File: src/rtl/battleship_turn_scorer.sv
// Battleship turn scorer: accepts single-cell or 3x3 "Big" shots against a fixed
// fleet, remembers which ship cells have been hit, and reports per-shot results,
// sunk ships, remaining bombs/shots and game-over status.
module battleship_turn_scorer #(
  parameter int GRID_MAX  = 10,
  parameter int NUM_BIG   = 3,
  parameter int MAX_SHOTS = 30
) (
  input  logic                             clock,
  input  logic                             reset,
  input  logic [3:0]                       X,
  input  logic [3:0]                       Y,
  input  logic                             Big,
  input  logic                             ScoreThis,
  output logic                             Ready,
  output logic                             Done,
  output logic                             Hit,
  output logic                             nearMiss,
  output logic                             Miss,
  output logic                             SomethingIsWrong,
  output logic [3:0]                       HitCount,
  output logic [6:0]                       numHits,
  output logic [4:0]                       BiggestShipHit,
  output logic [5:0]                       SunkMask,
  output logic [$clog2(NUM_BIG+1)-1:0]     BigLeft,
  output logic [$clog2(MAX_SHOTS+1)-1:0]   ShotsLeft,
  output logic                             GameOver,
  output logic                             Won
);

  localparam int BW = $clog2(NUM_BIG + 1);
  localparam int SW = $clog2(MAX_SHOTS + 1);
  localparam logic [4:0] GMAX5   = 5'(GRID_MAX);
  localparam logic [4:0] NO_SHIP = 5'd31;

  typedef enum logic [1:0] {S_READY, S_SCAN, S_REPORT, S_OVER} state_t;

  state_t state, state_nxt;

  // Ship cells are numbered 0..18: carrier 0-4, battleship 5-8, cruiser 9-11,
  // sub 12-14, patrol1 15-16, patrol2 17-18. NO_SHIP for water.
  function automatic logic [4:0] ship_idx(input logic [4:0] cx, input logic [4:0] cy);
    logic [4:0] r;
    r = NO_SHIP;
    if      (cy == 5'd3 && cx >= 5'd2 && cx <= 5'd6)  r = cx - 5'd2;
    else if (cy == 5'd2 && cx >= 5'd1 && cx <= 5'd4)  r = cx + 5'd4;
    else if (cy == 5'd1 && cx >= 5'd2 && cx <= 5'd4)  r = cx + 5'd7;
    else if (cx == 5'd2 && cy >= 5'd8 && cy <= 5'd10) r = cy + 5'd4;
    else if (cy == 5'd6 && cx >= 5'd7 && cx <= 5'd8)  r = cx + 5'd8;
    else if (cy == 5'd1 && cx >= 5'd9 && cx <= 5'd10) r = cx + 5'd8;
    return r;
  endfunction

  function automatic logic is_ship(input logic [4:0] cx, input logic [4:0] cy);
    return ship_idx(cx, cy) != NO_SHIP;
  endfunction

  // One-hot ship class, larger ships in higher bits so magnitude gives priority.
  function automatic logic [4:0] ship_class(input logic [4:0] idx);
    logic [4:0] r;
    if      (idx <= 5'd4)  r = 5'b10000;
    else if (idx <= 5'd8)  r = 5'b01000;
    else if (idx <= 5'd11) r = 5'b00100;
    else if (idx <= 5'd14) r = 5'b00010;
    else                   r = 5'b00001;
    return r;
  endfunction

  // Latched shot and scan/accumulator registers
  logic [3:0]  lx, ly;
  logic        lbig;
  logic [1:0]  di, dj;
  logic [3:0]  acc_cnt;
  logic [4:0]  acc_big;
  logic        acc_near;
  logic [18:0] hitmem;

  // Scan-cycle combinational view
  logic [4:0]  cx, cy, idx, cls;
  logic        cell_ok, on_ship, newhit, near_cell, last;
  logic [18:0] hitmem_nxt;
  logic [3:0]  cnt_nxt;
  logic [4:0]  big_nxt;
  logic        near_nxt;
  logic [5:0]  sunk_nxt;
  logic        req_ok;

  // Current scan cell, hit/near classification and next accumulator values
  always_comb begin
    cx = lbig ? ({1'b0, lx} + {3'b0, di} - 5'd1) : {1'b0, lx};
    cy = lbig ? ({1'b0, ly} + {3'b0, dj} - 5'd1) : {1'b0, ly};
    cell_ok   = (cx != 5'd0) && (cx <= GMAX5) && (cy != 5'd0) && (cy <= GMAX5);
    idx       = ship_idx(cx, cy);
    cls       = ship_class(idx);
    on_ship   = cell_ok && (idx != NO_SHIP);
    newhit    = on_ship && !hitmem[idx];
    near_cell = cell_ok && (idx == NO_SHIP) &&
                (is_ship(cx + 5'd1, cy) || is_ship(cx - 5'd1, cy) ||
                 is_ship(cx, cy + 5'd1) || is_ship(cx, cy - 5'd1));
    hitmem_nxt = hitmem;
    if (newhit) hitmem_nxt[idx] = 1'b1;
    cnt_nxt  = acc_cnt + {3'b0, newhit};
    big_nxt  = (newhit && (cls > acc_big)) ? cls : acc_big;
    near_nxt = acc_near | near_cell;
    last     = !lbig || (di == 2'd2 && dj == 2'd2);
    sunk_nxt = {&hitmem_nxt[4:0], &hitmem_nxt[8:5], &hitmem_nxt[11:9],
                &hitmem_nxt[14:12], &hitmem_nxt[16:15], &hitmem_nxt[18:17]};
    req_ok   = ({1'b0, X} != 5'd0) && ({1'b0, X} <= GMAX5) &&
               ({1'b0, Y} != 5'd0) && ({1'b0, Y} <= GMAX5) &&
               !(Big && (BigLeft == '0));
  end

  // State register
  always_ff @(posedge clock or posedge reset) begin
    if (reset) state <= S_READY;
    else       state <= state_nxt;
  end

  // Next-state logic and handshake outputs
  always_comb begin
    state_nxt = state;
    Ready     = 1'b0;
    Done      = 1'b0;
    case (state)
      S_READY: begin
        Ready = 1'b1;
        if (ScoreThis) state_nxt = req_ok ? S_SCAN : S_REPORT;
      end
      S_SCAN:   if (last) state_nxt = S_REPORT;
      S_REPORT: begin
        Done      = 1'b1;
        state_nxt = GameOver ? S_OVER : S_READY;
      end
      default:  state_nxt = S_OVER;
    endcase
  end

  // Shot latch, scan accumulation, hit memory and result/counter registers.
  // Results are loaded on the edge entering REPORT so they are valid with Done.
  always_ff @(posedge clock or posedge reset) begin
    if (reset) begin
      lx <= '0; ly <= '0; lbig <= 1'b0; di <= '0; dj <= '0;
      acc_cnt <= '0; acc_big <= '0; acc_near <= 1'b0; hitmem <= '0;
      Hit <= 1'b0; nearMiss <= 1'b0; Miss <= 1'b0; SomethingIsWrong <= 1'b0;
      HitCount <= '0; BiggestShipHit <= '0; SunkMask <= '0;
      BigLeft <= BW'(NUM_BIG); ShotsLeft <= SW'(MAX_SHOTS);
      GameOver <= 1'b0; Won <= 1'b0;
    end else begin
      case (state)
        S_READY: if (ScoreThis) begin
          lx <= X; ly <= Y; lbig <= Big;
          di <= '0; dj <= '0;
          acc_cnt <= '0; acc_big <= '0; acc_near <= 1'b0;
          if (!req_ok) begin
            SomethingIsWrong <= 1'b1;
            Hit <= 1'b0; nearMiss <= 1'b0; Miss <= 1'b0;
            HitCount <= '0; BiggestShipHit <= '0;
          end
        end
        S_SCAN: begin
          hitmem   <= hitmem_nxt;
          acc_cnt  <= cnt_nxt;
          acc_big  <= big_nxt;
          acc_near <= near_nxt;
          if (dj == 2'd2) begin
            dj <= '0;
            di <= di + 2'd1;
          end else begin
            dj <= dj + 2'd1;
          end
          if (last) begin
            SomethingIsWrong <= 1'b0;
            HitCount       <= cnt_nxt;
            Hit            <= (cnt_nxt != '0);
            nearMiss       <= (cnt_nxt == '0) && near_nxt;
            Miss           <= (cnt_nxt == '0) && !near_nxt;
            BiggestShipHit <= big_nxt;
            SunkMask       <= sunk_nxt;
            ShotsLeft      <= ShotsLeft - SW'(1);
            if (lbig) BigLeft <= BigLeft - BW'(1);
            Won      <= &sunk_nxt;
            GameOver <= (&sunk_nxt) || (ShotsLeft == SW'(1));
          end
        end
        default: ;
      endcase
    end
  end

  // Active-low seven-segment (gfedcba) of HitCount
  always_comb begin
    case (HitCount)
      4'd0:    numHits = 7'b100_0000;
      4'd1:    numHits = 7'b111_1001;
      4'd2:    numHits = 7'b010_0100;
      4'd3:    numHits = 7'b011_0000;
      4'd4:    numHits = 7'b001_1001;
      4'd5:    numHits = 7'b001_0010;
      4'd6:    numHits = 7'b000_0010;
      4'd7:    numHits = 7'b111_1000;
      4'd8:    numHits = 7'b000_0000;
      4'd9:    numHits = 7'b001_0000;
      default: numHits = 7'h7F;
    endcase
  end

endmodule

File: config.mk
export PLATFORM = sky130hd
export DESIGN_NAME = battleship_turn_scorer
export DESIGN_NICKNAME = d
export VERILOG_FILES = /design/src/rtl/battleship_turn_scorer.sv
export SDC_FILE = /design/constraint.sdc
export NUM_CORES = 1
export LEC_CHECK = 0
export ABC_AREA = 1
export CORE_AREA = 2 2 143 145
export CTS_CLUSTER_DIAMETER = 40
export DETAILED_ROUTE_END_ITERATION = 10
export DIE_AREA = 0 0 145 147
export GPL_ROUTABILITY_DRIVEN = 0
export PLACE_DENSITY = 0.57
export SETUP_SLACK_MARGIN = 0.4
export SYNTH_ARGS = -nofsm -noshare
export SYNTH_HDL_FRONTEND = slang
export SYNTH_SLANG_ARGS = --single-unit
File: constraint.sdc
create_clock -name clock -period 8.8 [get_ports clock]
set_clock_uncertainty 0.05 [all_clocks]
set_input_delay 1.76 -clock clock [delete_from_list [all_inputs] [get_ports clock]]
set_output_delay 1.76 -clock clock [all_outputs]
set_load 0.005 [all_outputs]
### After elaboration in Yosys (flattened, before gate mapping)

Memory sizes are Yosys's and may differ from the RTL's.
Index checks and enable logic that the tools add are counted.
W data, S select, Z words.

* $add $sub $neg: 28
* magnitude comparators: 39
* equality and inequality tests: 30
* muxes and demuxes: 80
* bitwise gates (word level): 2
* reductions and logical operators: 109

Operators by type and width (number)
* $mux W5: 38
* $logic_and A1 B1 Y1: 77
* $le A5 B4 Y1 const B: 12
* $add A5 B3 Y5 const B: 9
* $eq A5 B2 Y1 const B: 9
* $le A5 B3 Y1 const B: 7
* $ge A5 B4 Y1 const B: 6
* $ne A5 B5 Y1 const B: 5
* $sub A5 B1 Y5 const B: 5
* $eq A5 B1 Y1 const B: 4
* $ge A5 B1 Y1 const B: 4
* $mux W4: 5
* $pmux W5 S2: 2
* $mux W19: 1
* $or A19 B19 Y19: 1
* $reduce_and A19 Y1: 1
* $mux W2: 8
* $pmux W4 S2: 2
* $add A5 B4 Y5 const B: 3
* $eq A5 B3 Y1 const B: 3
* $ge A5 B2 Y1 const B: 3
* $ge A5 B3 Y1 const B: 3
* $sub A5 B2 Y5 const B: 3
* $mux W1: 13
* 30 further kinds: 64

* flip-flop bits (word level): 72
* memory bits (read-only): 112
* logic and storage cells: 310
* memories kept: 1

Memory list
* (no name shown): words 16, bits a word 7, rd ports 1, clocked after memory_dff 0, write ports 0, line 192 `case (HitCount)`

### Longest topological paths before layout

Gate-level depths: netlist of run 1.

* depth in word-level cells: 23
* mapped depth: 42
* depth with buffers taken out: 40

### Least setup slack after synthesis of run 1

OpenSTA, ideal clock, no wires.

* kind: register to register
* start: register di[1]
* end: register BiggestShipHit[0]
* setup time: 83 ps
* arrival time: 5038 ps
* setup slack: 3629 ps
* cell stages (with the launch flop): 38
* buffers on the path: 0
* period minus slack after synthesis: 5171 ps
* cell sequence: dfrtp_1 -> inv_1 -> ha_1 -> inv_1 -> ha_1 -> inv_1 -> fa_1 -> xnor2_1 -> nand2_1 -> o21ai_2 -> inv_1 -> ha_1 -> inv_1 -> o21ai_0 -> o21bai_2 -> nand2_2 -> nor2_4 -> inv_1 -> (+2 left out) -> nand2_1 -> nand2_1 -> inv_1 -> nor2_1 -> nand2_1 -> inv_1 -> nand2_1 -> a21oi_1 -> ha_1 -> nand2_1 -> nor2_1 -> a2111oi_0 -> a21oi_1 -> nand2_1 -> nand2_1 -> o21ai_0 -> nand2_1 -> o21ai_0

* cells in the longest elaborated chain, start to end: 22
* elaborated cells on any way between the ends: 62
* classes of those cells: add/sub (6); order compare (13); eq/ne (4); mux (16); reduce/logical (23)

Ends and longest elaborated chain
* start: declaration: line 72 `logic [1:0] di, dj;`
* start signal: assignment: line 167 `di <= di + 2'd1;`
* $add A4 B2 Y5: line 90 `cx = lbig ? ({1'b0, lx} + {3'b0, di} - 5'd1) : {1'b0, lx};`
* $sub A5 B1 Y5: line 90
* $mux W5: line 90
* $ge A5 B4 Y1: line 50 `else if (cy == 5'd1 && cx >= 5'd9 && cx <= 5'd10) r = cx + 5'd8;`
* $logic_and A1 B1 Y1 (2 in a row): line 50
* $mux W5: line 50
* $mux W5: line 49 `else if (cy == 5'd6 && cx >= 5'd7 && cx <= 5'd8) r = cx + 5'd8;`
* $mux W5: line 48 `else if (cx == 5'd2 && cy >= 5'd8 && cy <= 5'd10) r = cy + 5'd4;`
* (+5 left out)
* $mux W3: line 63 `else if (idx <= 5'd11) r = 5'b00100;`
* $mux W4: line 62 `else if (idx <= 5'd8) r = 5'b01000;`
* $mux W5: line 61 `if (idx <= 5'd4) r = 5'b10000;`
* $gt A5 B5 Y1: line 103 `big_nxt = (newhit && (cls > acc_big)) ? cls : acc_big;`
* $logic_and A1 B1 Y1: line 103
* $mux W5: line 103
* $mux W5: line 171 `if (last) begin`
* $pmux W5 S2: line 149 `case (state)`
* end signal: assignment: line 177 `BiggestShipHit <= big_nxt;`
* end: declaration: line 23 `output logic [4:0] BiggestShipHit,`

Parallel ways exist; a longest one is shown, timed or not. The select of a mux whose other input is x is not followed.
A chain may end at the register's enable or synchronous reset.

### Worst setup path in the final report of run 1

* start: register lx[1]
* end: register acc_big[4]

* cells in the longest elaborated chain, start to end: 21
* elaborated cells on any way between the ends: 56
* classes of those cells: add/sub (6); order compare (13); eq/ne (2); mux (15); reduce/logical (20)

Ends and longest elaborated chain
* start: declaration: line 70 `logic [3:0] lx, ly;`
* start signal: assignment: line 142 `lx <= '0; ly <= '0; lbig <= 1'b0; di <= '0; dj <= '0;`
* start signal: assignment: line 151 `lx <= X; ly <= Y; lbig <= Big;`
* $add A4 B2 Y5: line 90
* $sub A5 B1 Y5: line 90
* $mux W5 (*): line 90
* $ge A5 B4 Y1: line 50
* $logic_and A1 B1 Y1 (2 in a row): line 50
* $mux W5: line 50
* $mux W5: line 49
* $mux W5: line 48
* (+4 left out)
* $mux W2: line 64 `else if (idx <= 5'd14) r = 5'b00010;`
* $mux W3: line 63
* $mux W4: line 62
* $mux W5: line 61
* $gt A5 B5 Y1: line 103
* $logic_and A1 B1 Y1: line 103
* $mux W5 (*): line 103
* $pmux W5 S2 (*): line 149
* end signal: assignment: line 163 `acc_big <= big_nxt;`
* end: declaration: line 74 `logic [4:0] acc_big;`

Mark *: on every way between the ends. The rest lies on a longest branch, timed or not. The select of a mux whose other input is x is not followed.

==> results of run 1 <==
==> per-layer routing <==
metal | wire length [µm] | global-route usage, % | vias up
met2 | 8288 | 27.64 | 182
met5 | 0 | 0 | -
met4 | 374 | 5.396 | 0
met3 | 943 | 3.230 | 28
met1 | 8552 | 23.94 | 2915
li1 | - | - | 3286
==> sequential cells by signal, summed over array words and instances (netlist names), 2 cells and up <==
signal	cells
acc_big	5
BiggestShipHit	5
hitmem	19
HitCount	4
acc_cnt	4
BigLeft	2
dj	2
ShotsLeft	5
state	2
lx	4
ly	4
SunkMask	6
di	2
==> cell families after synthesis <==
| logic type | after synthesis |
|---|---|
| compound gates | 181 |
| xor+xnor | 26 |
| fa+ha+maj | 89 |
| buf+inv | 165 |
| flops | 72 |
| simple gates | 438 |
==> worst min-delay path, delay by kind of cell, from the launching register on <==
kind | cells | cell delay (ns)
flops | 1 | 0.34
simple gates | 1 | 0.05
compound gates | 1 | 0.06
==> cell usage after synthesis, types with 12 or more instances <==
library cell and number:
ha_1 87, nor3_1 15, a21oi_1 38, nand3_1 68, inv_1 145, dfrtp_1 66
xor2_1 14, nand4_1 17, xnor2_1 12, nor2_1 71, o21ai_0 82, nand2_1 238
==> worst max path at each step <==
| stage | depth (start not counted) | slack (ns) | to |
|---|---|---|---|
| floorplan | 37 | 3.63 | BiggestShipHit[0] |
| global placement | 35 | 2.74 | acc_big[4] |
| detailed placement | 36 | 2.69 | acc_big[4] |
| CTS | 36 | 2.69 | acc_big[4] |
| global route | 35 | 1.88 | BiggestShipHit[4] |
| finish | 35 | 2.70 | acc_big[4] |
==> final cells by class <==
class	instances	area, µm²	share of cell area [%]
multi-input cells	734	4344	55.06
flip-flops and latches	72	1809	22.93
inverters	152	570.5	7.231
repair buffers	53	518.0	6.565
well taps	270	337.8	4.282
clock buffers	9	225.2	2.854
clock inverters	7	85.08	1.078
==> metrics by stage <==
| step | cells | instance area, µm² |
|---|---|---|
| after detailed placement | 1281 | 7580 |
| after global placement | 1281 | 7580 |
| after global routing | 1297 | 7890 |
| after floorplan | 971 | 6804 |
| after CTS | 1297 | 7890 |
| final | 1297 | 7890 |
==> layout by cell type, fill, tap and decap left out, drive strengths merged, types with 14 or more instances in the layout <==
cell / n
a21oi: 38
xor2: 14
inv: 156
nand2: 247
clkdlybuf4s50: 48
nand3: 71
nand4: 18
dfrtp: 66
nor2: 76
o21ai: 98
nor3: 15
ha: 87
==> impl_metrics.env, run 1 <==
export IMPL_status="completed"
export IMPL_rsz0062_at_grt="false"
export IMPL_die_y_um=147
export IMPL_synth_top_area_share_pct=24.27
export IMPL_antenna_found_initial=0
export IMPL_r2r_end="acc_big[4]"
export IMPL_wl_um=18160
export IMPL_yosysUniqueCellTypes=51
export IMPL_min_to="BiggestShipHit[1]"
export IMPL_num_fill_cells=2070
export IMPL_tightest_slew_ns=0.9329
export IMPL_finalWorstSetupSlack_ns=2.698
export IMPL_clock_root_buffer="clkbuf_16"
export IMPL_drtPass1Iterations=5
export IMPL_grt_pass1_wl_um=30420
export IMPL_dieArea_um2=21320
export IMPL_grt_use_total_pct=17.35
export IMPL_fin_crit_ns=6.102
export IMPL_timing_final_crit_share_pct=69.34
export IMPL_synth_fa_ha_area_share_pct=16.59
export IMPL_cts_htree_levels=3
export IMPL_clkLatencyLatePin_ns=0.34
export IMPL_finalSetupViolCount=0
export IMPL_worst_slew_margin_rel_pct=37.36
export IMPL_holdWs_ns=0.4363
export IMPL_worstHoldStart="BiggestShipHit[1]"
export IMPL_fp_row_count=52
export IMPL_cts_buffer_depth=2
export IMPL_nets=1123
export IMPL_crit_arrival_ns=6.26
export IMPL_drive_gt1_share_pct=6.426
export IMPL_cp_start_kind="flip-flop"
export IMPL_die_x_um=145
export IMPL_clock_sinks=72
export IMPL_initial_core_util_pct=34.29
export IMPL_io_buffers=48
export IMPL_grt_pass1_vias=6030
export IMPL_avgSynthCellArea_um2=7.007
export IMPL_core_region_area_um2=19840
export IMPL_yosysTopAreaCell="dfrtp_1"
export IMPL_ys_warn_count=0
export IMPL_holdPathStages=2
export IMPL_cts_made_buffers=9
export IMPL_synthMuxAreaShare_pct=0
export IMPL_synth_compound_area_share_pct=15.67
export IMPL_synth_simple_area_share_pct=28.25
export IMPL_synthFlopType="dfrtp_1"
export IMPL_via_per_inst=4.943
export IMPL_setup_tns_ns=0
export IMPL_post_cts_resized=0
export IMPL_grt_max_degree=73
export IMPL_syn_area_um2=6804
export IMPL_io_pins=49
export IMPL_gr_total_overflow=0
export IMPL_worstPathMaxFanout=10
export IMPL_worstSetupEndpointType="flip-flop"
export IMPL_hold_class="reg -> reg"
export IMPL_synth_nets=1072
export IMPL_worst_r2r_startpoint="lx[1]"
export IMPL_synth_top_family_by_area="simple AND/OR/NAND/NOR gates"
export IMPL_slowest_stage="a2111oi_0"
export IMPL_syn_to_final_growth_pct=15.96
export IMPL_max_cap_violations=0
export IMPL_ys_seq_elements=72
export IMPL_post_place_ws_ns=2.693
export IMPL_hold_viol=0
export IMPL_critPathLaunch="lx[1]"
export IMPL_path_class="reg -> reg"
export IMPL_cts_clk_slew_worst_paths_ns=0.06
export IMPL_cts_setup_buffers=0
export IMPL_synth_edff_count=0
export IMPL_ys_seq_area_share_pct=26.59
export IMPL_drv_slew=0
export IMPL_hpwlAfterDp_um=13930
export IMPL_fmax_mhz=163.9
export IMPL_diodes=0
export IMPL_reg2reg_slack_ns=2.70
export IMPL_cts_tree="done"
export IMPL_synthArstFlopShare_pct=100.0
export IMPL_drc=0
export IMPL_postCtsHoldBufs=0
export IMPL_vias=6411
export IMPL_synthCells=971
export IMPL_synth_xor_area_share_pct=3.347
export IMPL_final_util_pct=39.76
export IMPL_synthTopCellsByArea="dfrtp_1 24%, ha_1 16%, nand2_1 13%, inv_1 8.0%, o21ai_0 6.0%"
export IMPL_crit_family="compound AO/OA/AOI/OAI gates"
export IMPL_wl_per_cell_um=14.00
export IMPL_cpPeakStageDelay_ns=0.38
export IMPL_drtAntennaViolNets=0
export IMPL_required_ns=8.96
export IMPL_cpMostUsedCell="inv_1"
export IMPL_dr_first_iter_drc_count=373
export IMPL_crit_buf_inv=7
export IMPL_reg2reg_depth=35
Power of run 1 is left out: the tool's default activity adds up to more than one toggle a clock period on the data nets, which glitch-free logic cannot reach.
==> run 2: changes to the inputs <==
==> constraint.sdc (replaced) <==
create_clock -name clock -period 6 [get_ports clock]
set_clock_uncertainty 0.05 [all_clocks]
set_input_delay 1.2 -clock clock [delete_from_list [all_inputs] [get_ports clock]]
set_output_delay 1.2 -clock clock [all_outputs]
set_load 0.005 [all_outputs]
==> impl_metrics.env, run 2 (synthesized netlist as in run 1, its figures left out) <==
export IMPL_crit_family="compound AO/OA/AOI/OAI gates"
export IMPL_largest_reg_flops=19
export IMPL_num_fill_cells=2070
export IMPL_cts_made_buffers=9
export IMPL_required_ns=6.17
export IMPL_cp_start_kind="flip-flop"
export IMPL_die_x_um=145
export IMPL_post_place_ws_ns=0.1513
export IMPL_slowest_stage="fa_1"
export IMPL_fin_crit_ns=5.280
export IMPL_largest_register="hitmem"
export IMPL_cpPeakStageDelay_ns=0.47
export IMPL_layout_commonest_cell="nand2_1"
export IMPL_drtPass1Iterations=6
export IMPL_core_region_area_um2=19840
export IMPL_via_per_inst=4.924
export IMPL_fp_row_count=52
export IMPL_finalWorstSetupSlack_ns=0.7199
export IMPL_fmax_mhz=189.4
export IMPL_cts_tree="done"
export IMPL_grt_pass1_vias=6077
export IMPL_drc=0
export IMPL_crit_arrival_ns=5.45
export IMPL_grt_pass1_wl_um=29900
export IMPL_wl_um=18610
export IMPL_timing_final_crit_share_pct=88.00
export IMPL_top_regs="hitmem (19), SunkMask (6)"
export IMPL_hpwlAfterDp_um=14080
export IMPL_cpMostUsedCell="nand2_1"
export IMPL_vias=6534
export IMPL_wl_per_cell_um=14.02
export IMPL_clkLatencyLatePin_ns=0.34
export IMPL_worstPathMaxFanout=10
export IMPL_holdWs_ns=0.4300
export IMPL_dr_first_iter_drc_count=427
export IMPL_tightest_slew_ns=0.9279
export IMPL_drtAntennaViolNets=0
export IMPL_status="completed"
export IMPL_drive_gt1_share_pct=12.39
export IMPL_rsz0062_at_grt="true"
export IMPL_cts_buffer_depth=2
export IMPL_nets=1153
export IMPL_grt_max_degree=73
export IMPL_max_cap_violations=0
export IMPL_worst_slew_margin_rel_pct=38.14
export IMPL_antenna_found_initial=0
export IMPL_postCtsHoldBufs=0
export IMPL_path_class="reg -> reg"
export IMPL_syn_to_final_growth_pct=22.32
export IMPL_io_pins=49
export IMPL_grt_use_total_pct=17.06
export IMPL_hold_class="reg -> reg"
export IMPL_setup_tns_ns=0
export IMPL_diodes=0
export IMPL_finalSetupViolCount=0
export IMPL_crit_buf_inv=6
export IMPL_layout_common_cells="230 x nand2_1, 135 x inv_1, 83 x ha_1, 73 x o21ai_0, 68 x nand3_1"
export IMPL_drv_slew=0
export IMPL_hold_viol=0
export IMPL_die_y_um=147
export IMPL_clock_root_buffer="clkbuf_16"
export IMPL_io_buffers=48
export IMPL_initial_core_util_pct=34.29
export IMPL_cts_clk_slew_worst_paths_ns=0.06
export IMPL_clock_sinks=72
export IMPL_worstSetupEndpointType="flip-flop"
export IMPL_gr_total_overflow=0
export IMPL_dieArea_um2=21320
export IMPL_cts_htree_levels=3
==> run 2: metrics by stage <==
step | cells | utilization [%] | instance area (µm²)
floorplan | 971 | - | 6804
global placement | 1297 | 38.80 | 7700
detailed placement | 1297 | 38.80 | 7700
CTS | 1314 | 40.71 | 8079
global route | 1327 | 41.94 | 8323
finish | 1327 | 41.94 | 8323
==> run 2: cell type report <==
cell class | instances | area [µm²] | share of cell area (%)
multi-input combinational | 735 | 4514 | 54.24
sequential | 72 | 1809 | 21.74
timing repair buffer | 82 | 735.7 | 8.839
inverter | 152 | 573.1 | 6.885
tap | 270 | 337.8 | 4.059
clock buffer | 9 | 225.2 | 2.706
clock inverter | 7 | 127.6 | 1.533
==> run 2: final timing paths <==
path | slack [ns] | to | startpoint | cells past startpoint
max in group asynchronous | 3.89 | hitmem[17] | reset | 3
max | 0.72 | acc_big[1] | lx[1] | 33
max reg2reg | 0.72 | acc_big[1] | lx[1] | 33
min reg2reg | 0.43 | hitmem[17] | hitmem[17] | 2
min in group asynchronous | 1.38 | ly[1] | reset | 3
min | 0.43 | hitmem[17] | hitmem[17] | 2
==> run 2: metal layers <==
| metal | part of all wire (%) | vias up | routed length [µm] | global-route usage, % |
|---|---|---|---|---|
| met3 | 3.6 | 21 | 675 | 2.422 |
| met4 | 1.1 | 0 | 207 | 4.010 |
| met2 | 46 | 144 | 8580 | 28.10 |
| met1 | 49 | 3019 | 9147 | 23.78 |
| met5 | 0 | - | 0 | 0 |
| li1 | - | 3350 | - | - |
==> run 2: worst reg2reg max path, delay by kind of cell (launching register included) <==
kind	cells	cell delay (ns)
buf+inv	6	0.44
flops	1	0.35
compound gates	10	1.61
fa+ha+maj	5	1.38
simple gates	12	1.31
==> run 2: timing repair <==
item | CTS | global route
cloned | 0 | 1
gates resized for setup | 8 | 49
setup buffers | 1 | 12
pin swaps | 1 | 10
setup endpoints to repair | 11 | 20
hold endpoints to repair | 0 | 0
Power of run 2 is left out for the same reason.
==> RTL edit 1, RTL diff (config.mk and constraints of run 2) <==
Make the reset (`reset`) synchronous in 2 clocked blocks.
--- a/src/rtl/battleship_turn_scorer.sv
+++ b/src/rtl/battleship_turn_scorer.sv
@@ -111,7 +111,7 @@
   end
 
   // State register
-  always_ff @(posedge clock or posedge reset) begin
+  always_ff @(posedge clock) begin
     if (reset) state <= S_READY;
     else       state <= state_nxt;
   end
@@ -137,7 +137,7 @@
 
   // Shot latch, scan accumulation, hit memory and result/counter registers.
   // Results are loaded on the edge entering REPORT so they are valid with Done.
-  always_ff @(posedge clock or posedge reset) begin
+  always_ff @(posedge clock) begin
     if (reset) begin
       lx <= '0; ly <= '0; lbig <= 1'b0; di <= '0; dj <= '0;
       acc_cnt <= '0; acc_big <= '0; acc_near <= 1'b0; hitmem <= '0;
Behaviour: differs if reset is asserted again (counterexample within 4 cycles, from zero or initial values and one cycle with reset high); with reset held inactive, the same outputs for 4 cycles.
==> RTL edit 1 against run 2 <==
  * Non-clock buffer count grew 9
  * Critical path type unchanged
  * Wire length grew 3.9%
  * Design area grew 1.6%
  * Synthesized area grew 0.97%
  * Sequential cell count grew 7
  * Worst setup slack lost 0.031 ns
==> RTL edit 1: results (changes against run 2) <==
stage,metric,value,unit,change
status,status,"finished, final reports clean",,
cts,htreeDepth,3,,unchanged
synth,ys_seq_area_share,23.0,%,-3.6 points
worst_setup_path,r2r_setup_slack,0.69,ns,-0.03 ns
layout,regMostFlops,hitmem,,
grt,grt_pass1_wl,31800,um,+6.2%
power,ir_drop,185,uV,
synth,avgSynthCellArea,6.63,um^2,-5.5%
synth,yosysUniqueCellTypes,49,,-3.9%
routing,vias_per_cell,4.93,,about the same
cts,cts_made_buffers,9,,unchanged
routing,vias,6857,,+4.9%
layout,n_fill_cell,2050,,-0.97%
layout,nNetsFinal,1218,,+5.6%
grt,grt_use_met3,2.55,%,+0.12 points
worst_setup_path,rr_worst_depth,39,,+18%
cts,clk_path_buf_depth,2,,unchanged
placement,dp_slack,0.0703,ns,-0.0809 ns
power,p_switching,1.15,mW,
routing,drcViolationCount,0,,unchanged
grt,grtUsageMet1,23.5,%,-0.26 points
synth,syn-num-nets,1138,,+6.2%
placement,place_area,0.00771,mm^2,+0.18%
placement,dp.cells,1352,,+4.2%
synth,netlist_top_cells_area,"dfxtp_1, ha_1, nand2_1",,
synth,synth_ff_type,dfxtp_1,,
timing,hold_viol,0,,unchanged
timing,period_share,88.5,%,+0.51 points
worst_setup_path,cpLargestDelayFamily,adder cells,,
worst_setup_path,cp_slowest_stage_delay,0.37,ns,-0.10 ns
grt,grt_start_max_net_pins,41,,-44%
worst_setup_path,crit_path_max_fanout,8,,-2
cts,worstSkewPairLatency,0.34,ns,about the same
worst_setup_path,worst_ep_arrival_time,5.49,ns,+0.04 ns
grt,grt_pass1_vias,6568,,+8.1%
placement,dp_hpwl,14500,um,+2.7%
layout,drive_above_1_share,13.6,%,+1.2 points
synth,synth_commonest_cells,"nand2_1, inv_1, ha_1",,
grt,antenna_found_initial,0,,unchanged
grt,use_met2,30.4,%,+2.3 points
synth,synthArstFlopShare,0,%,-100 points
routing,drt_iter0_drc,357,,-16%
cts,path_clk_slew,0.06,ns,about the same
hold_path,hp-class,reg2reg,,
worst_setup_path,critPathCapture,numHits[4],,
cts,cts_resized,10,,+2
cts,ctsRootBufferMaster,clkbuf_16,,
grt,grt_use_total,17.8,%,+0.77 points
routing,drt_wl_total,19300,um,+3.9%
routing,firstDrtPassIters,5,,-1
timing,tightestPinTransition,1.05,ns,+0.127 ns
worst_setup_path,critPathLaunch,lx[1],,
cts,post-cts-setup-buffers,3,,+2
==> RTL edit 1: worst min-delay path by stage <==
stage / startpoint / end / slack (ns) / depth (start not counted)
after floorplan: dj[1] / dj[1] / 0.39 / 2
after global placement: dj[1] / dj[1] / 0.40 / 2
after detailed placement: acc_big[2] / acc_big[2] / 0.41 / 2
after CTS: acc_big[2] / acc_big[2] / 0.42 / 2
after global routing: acc_near / acc_near / 0.44 / 2
final: acc_big[2] / acc_big[2] / 0.42 / 2
==> RTL edit 1: power groups by stage <==
| stage | clock network (mW) | logic, mW | registers [mW] |
|---|---|---|---|
| after floorplan | 0 | 0.913 | 0.580 |
| after global placement | 0 | 1.25 | 0.584 |
| after detailed placement | 0 | 1.25 | 0.582 |
| after CTS | 0.589 | 1.26 | 0.571 |
| after global routing | 0.607 | 1.53 | 0.575 |
| final | 0.574 | 1.36 | 0.571 |
==> RTL edit 1: area by class of cell <==
| type | instances | area, um^2 | area share, % |
|---|---|---|---|
| clock inverter | 7 | 83.8 | 0.991 |
| timing repair buffer | 91 | 811 | 9.59 |
| inverter | 162 | 618 | 7.31 |
| sequential | 79 | 1580 | 18.7 |
| tap | 270 | 338 | 3.99 |
| clock buffer | 9 | 225 | 2.66 |
| multi-input combinational | 774 | 4800 | 56.7 |
==> RTL edit 1: layer usage <==
layer,share of wire [%],vias up,routed length [um]
li1,-,3552,-
met1,47,3113,9130
met2,47,175,9130
met3,4.3,17,840
met4,1.3,0,247
met5,0,-,0
==> RTL edit 1: kinds of logic after synthesis <==
| family | Yosys count | synth area share [%] |
|---|---|---|
| simple gates | 442 | 28.2 |
| compound gates | 223 | 19.2 |
| buf+inv | 185 | 10.7 |
| fa+ha+maj | 89 | 16.4 |
| flops | 79 | 23.0 |
| xor+xnor | 19 | 2.42 |
==> RTL edit 2, RTL diff (config.mk and constraints of run 2) <==
Made on the original files. Set the parameter `NUM_BIG` to 2 (it was 3).
--- a/src/rtl/battleship_turn_scorer.sv
+++ b/src/rtl/battleship_turn_scorer.sv
@@ -3,7 +3,7 @@
 // sunk ships, remaining bombs/shots and game-over status.
 module battleship_turn_scorer #(
   parameter int GRID_MAX  = 10,
-  parameter int NUM_BIG   = 3,
+  parameter int NUM_BIG   = 2,
   parameter int MAX_SHOTS = 30
 ) (
   input  logic                             clock,
Function: changed (a bounded check fails within 4 cycles, from zero or initial values and one cycle with reset high).
==> RTL edit 2 against run 2 <==
  * Fmax down 0.24%
  * Sequential cell count did not move
  * Worst setup slack worse by 0.013 ns
  * Sequential share of layout area is essentially flat
  * Wire length grew 1.4%
  * Synthesized area about the same
  * Design area about the same
  * Via count grew 0.47%
  * Largest cell class unchanged
  * Critical endpoint is now nearMiss
  * Hold slack worse by 0.0012 ns
Power is not shown: default switching activity piles up to over one toggle a cycle in this logic, so the estimate is an artifact.
==> RTL edit 2: results (changes against run 2) <==
stage,metric,value,unit,change
layout,drive_above_1_share,12.5,%,+0.071 points
cts,path_clk_slew,0.07,ns,
hold_path,holdPathStages,2,,unchanged
routing,firstDrtPassIters,5,,-1
cts,ctsRootBufferMaster,clkbuf_16,,
worst_setup_path,slowest_stage,fa_1,,
layout,n_fill_cell,2040,,-1.4%
synth,synth_ff_type,dfrtp_1,,
synth,syn-num-nets,1072,,unchanged
layout,num_antenna_cells,0,,unchanged
cts,htreeDepth,3,,unchanged
layout,top_regs,"hitmem: 19 flops, SunkMask: 6 flops",,
layout,nNetsFinal,1155,,+0.17%
cts,cts_made_buffers,9,,unchanged
synth,synth_commonest_cells,"nand2_1, inv_1, ha_1",,
synth,ys_seq_area_share,26.6,%,about the same
hold_path,hp-class,reg2reg,,
placement,dp_slack,0.212,ns,+0.0607 ns
worst_setup_path,crit_path_max_fanout,14,,+4
routing,drt_iter0_drc,320,,-25%
placement,dp_hpwl,14000,um,-0.38%
cts,clk_path_buf_depth,2,,unchanged
synth,netlist_top_cells_area,"dfrtp_1, ha_1, nand2_1",,
status,status,"finished, final reports clean",,
grt,grt_pass1_vias,6171,,+1.5%
grt,grt_pass1_wl,31100,um,+3.9%
worst_setup_path,critPathLaunch,lx[1],,
grt,grt_use_total,17.6,%,+0.56 points
routing,drt_wl_total,18900,um,+1.4%
routing,vias,6565,,+0.47%
synth,netlist.area_leader.share,24.6,%,+0.37 points
placement,place_area,0.00770,mm^2,about the same
worst_setup_path,cp_slowest_stage_delay,0.44,ns,-0.03 ns
grt,antenna_found_initial,0,,unchanged
hold_path,hp-start,hitmem[17],,
worst_setup_path,worst_ep_arrival_time,5.50,ns,+0.05 ns
timing,tightestPinTransition,0.965,ns,+0.0375 ns
grt,grt_start_max_net_pins,46,,-37%
synth,avgSynthCellArea,7.01,um^2,about the same
synth,synthArstFlopShare,100,%,unchanged
routing,routedWlPerCell,14.2,um,+1.3%
worst_setup_path,rr_worst_depth,35,,+6.1%
-- RTL edit 2: cell type report --
cell class / count / area (um^2) / share of cell area, %
Clock buffer: 9 / 225 / 2.71
Timing Repair Buffer: 83 / 759 / 9.12
Clock inverter: 7 / 103 / 1.23
Tap cell: 270 / 338 / 4.06
Multi-Input combinational cell: 736 / 4520 / 54.3
Sequential cell: 72 / 1810 / 21.7
Inverter: 152 / 571 / 6.85
-- RTL edit 2: kinds of logic (layout without fill, tap and decap cells) --
logic type,count (synthesis),after routing,share of synthesized area [%]
and+or+nand+nor,438,439,28.3
buffers and inverters,165,251,9.56
xor gates and xnor gates,26,26,3.35
AOI/OAI and AO/OA,181,182,15.7
adders and majority gates,89,89,16.6
DFF,72,72,26.6
-- RTL edit 2: routing by layer --
metal	part of all wire (%)	vias to the layer above	GRT usage, %
met2	47	164	28.9
met1	48	3032	24.6
met5	0	-	0
met4	1.3	0	4.85
met3	4.2	16	2.14
li1	-	3353	-
-- RTL edit 2: repair_timing --
| item | in CTS | in global routing |
|---|---|---|
| resized for setup | 4 | 52 |
| pin swaps | 1 | 7 |
| setup buffers | 0 | 14 |
| hold buffers | 0 | 0 |
| gates cloned | 0 | 2 |
| setup endpoints to repair | 11 | 21 |
-- RTL edit 2: worst paths after layout --
path | to | slack, ns
min in group asynchronous | ly[2] | 1.33
setup / recovery | nearMiss | 0.71
hold reg to reg | hitmem[17] | 0.43
max in group asynchronous | hitmem[4] | 3.62
hold / removal | hitmem[17] | 0.43
setup reg to reg | nearMiss | 0.71
-- RTL edit 2: worst max-delay path, delay by kind of cell, from the launching register on --
kind,cells,cell delay [ns]
flip-flops,1,0.36
AO/OA/AOI/OAI,2,0.30
XOR/XNOR,1,0.16
adder cells (fa/ha/maj),6,1.43
buffers and inverters,8,0.71
AND/OR/NAND/NOR,18,2.19
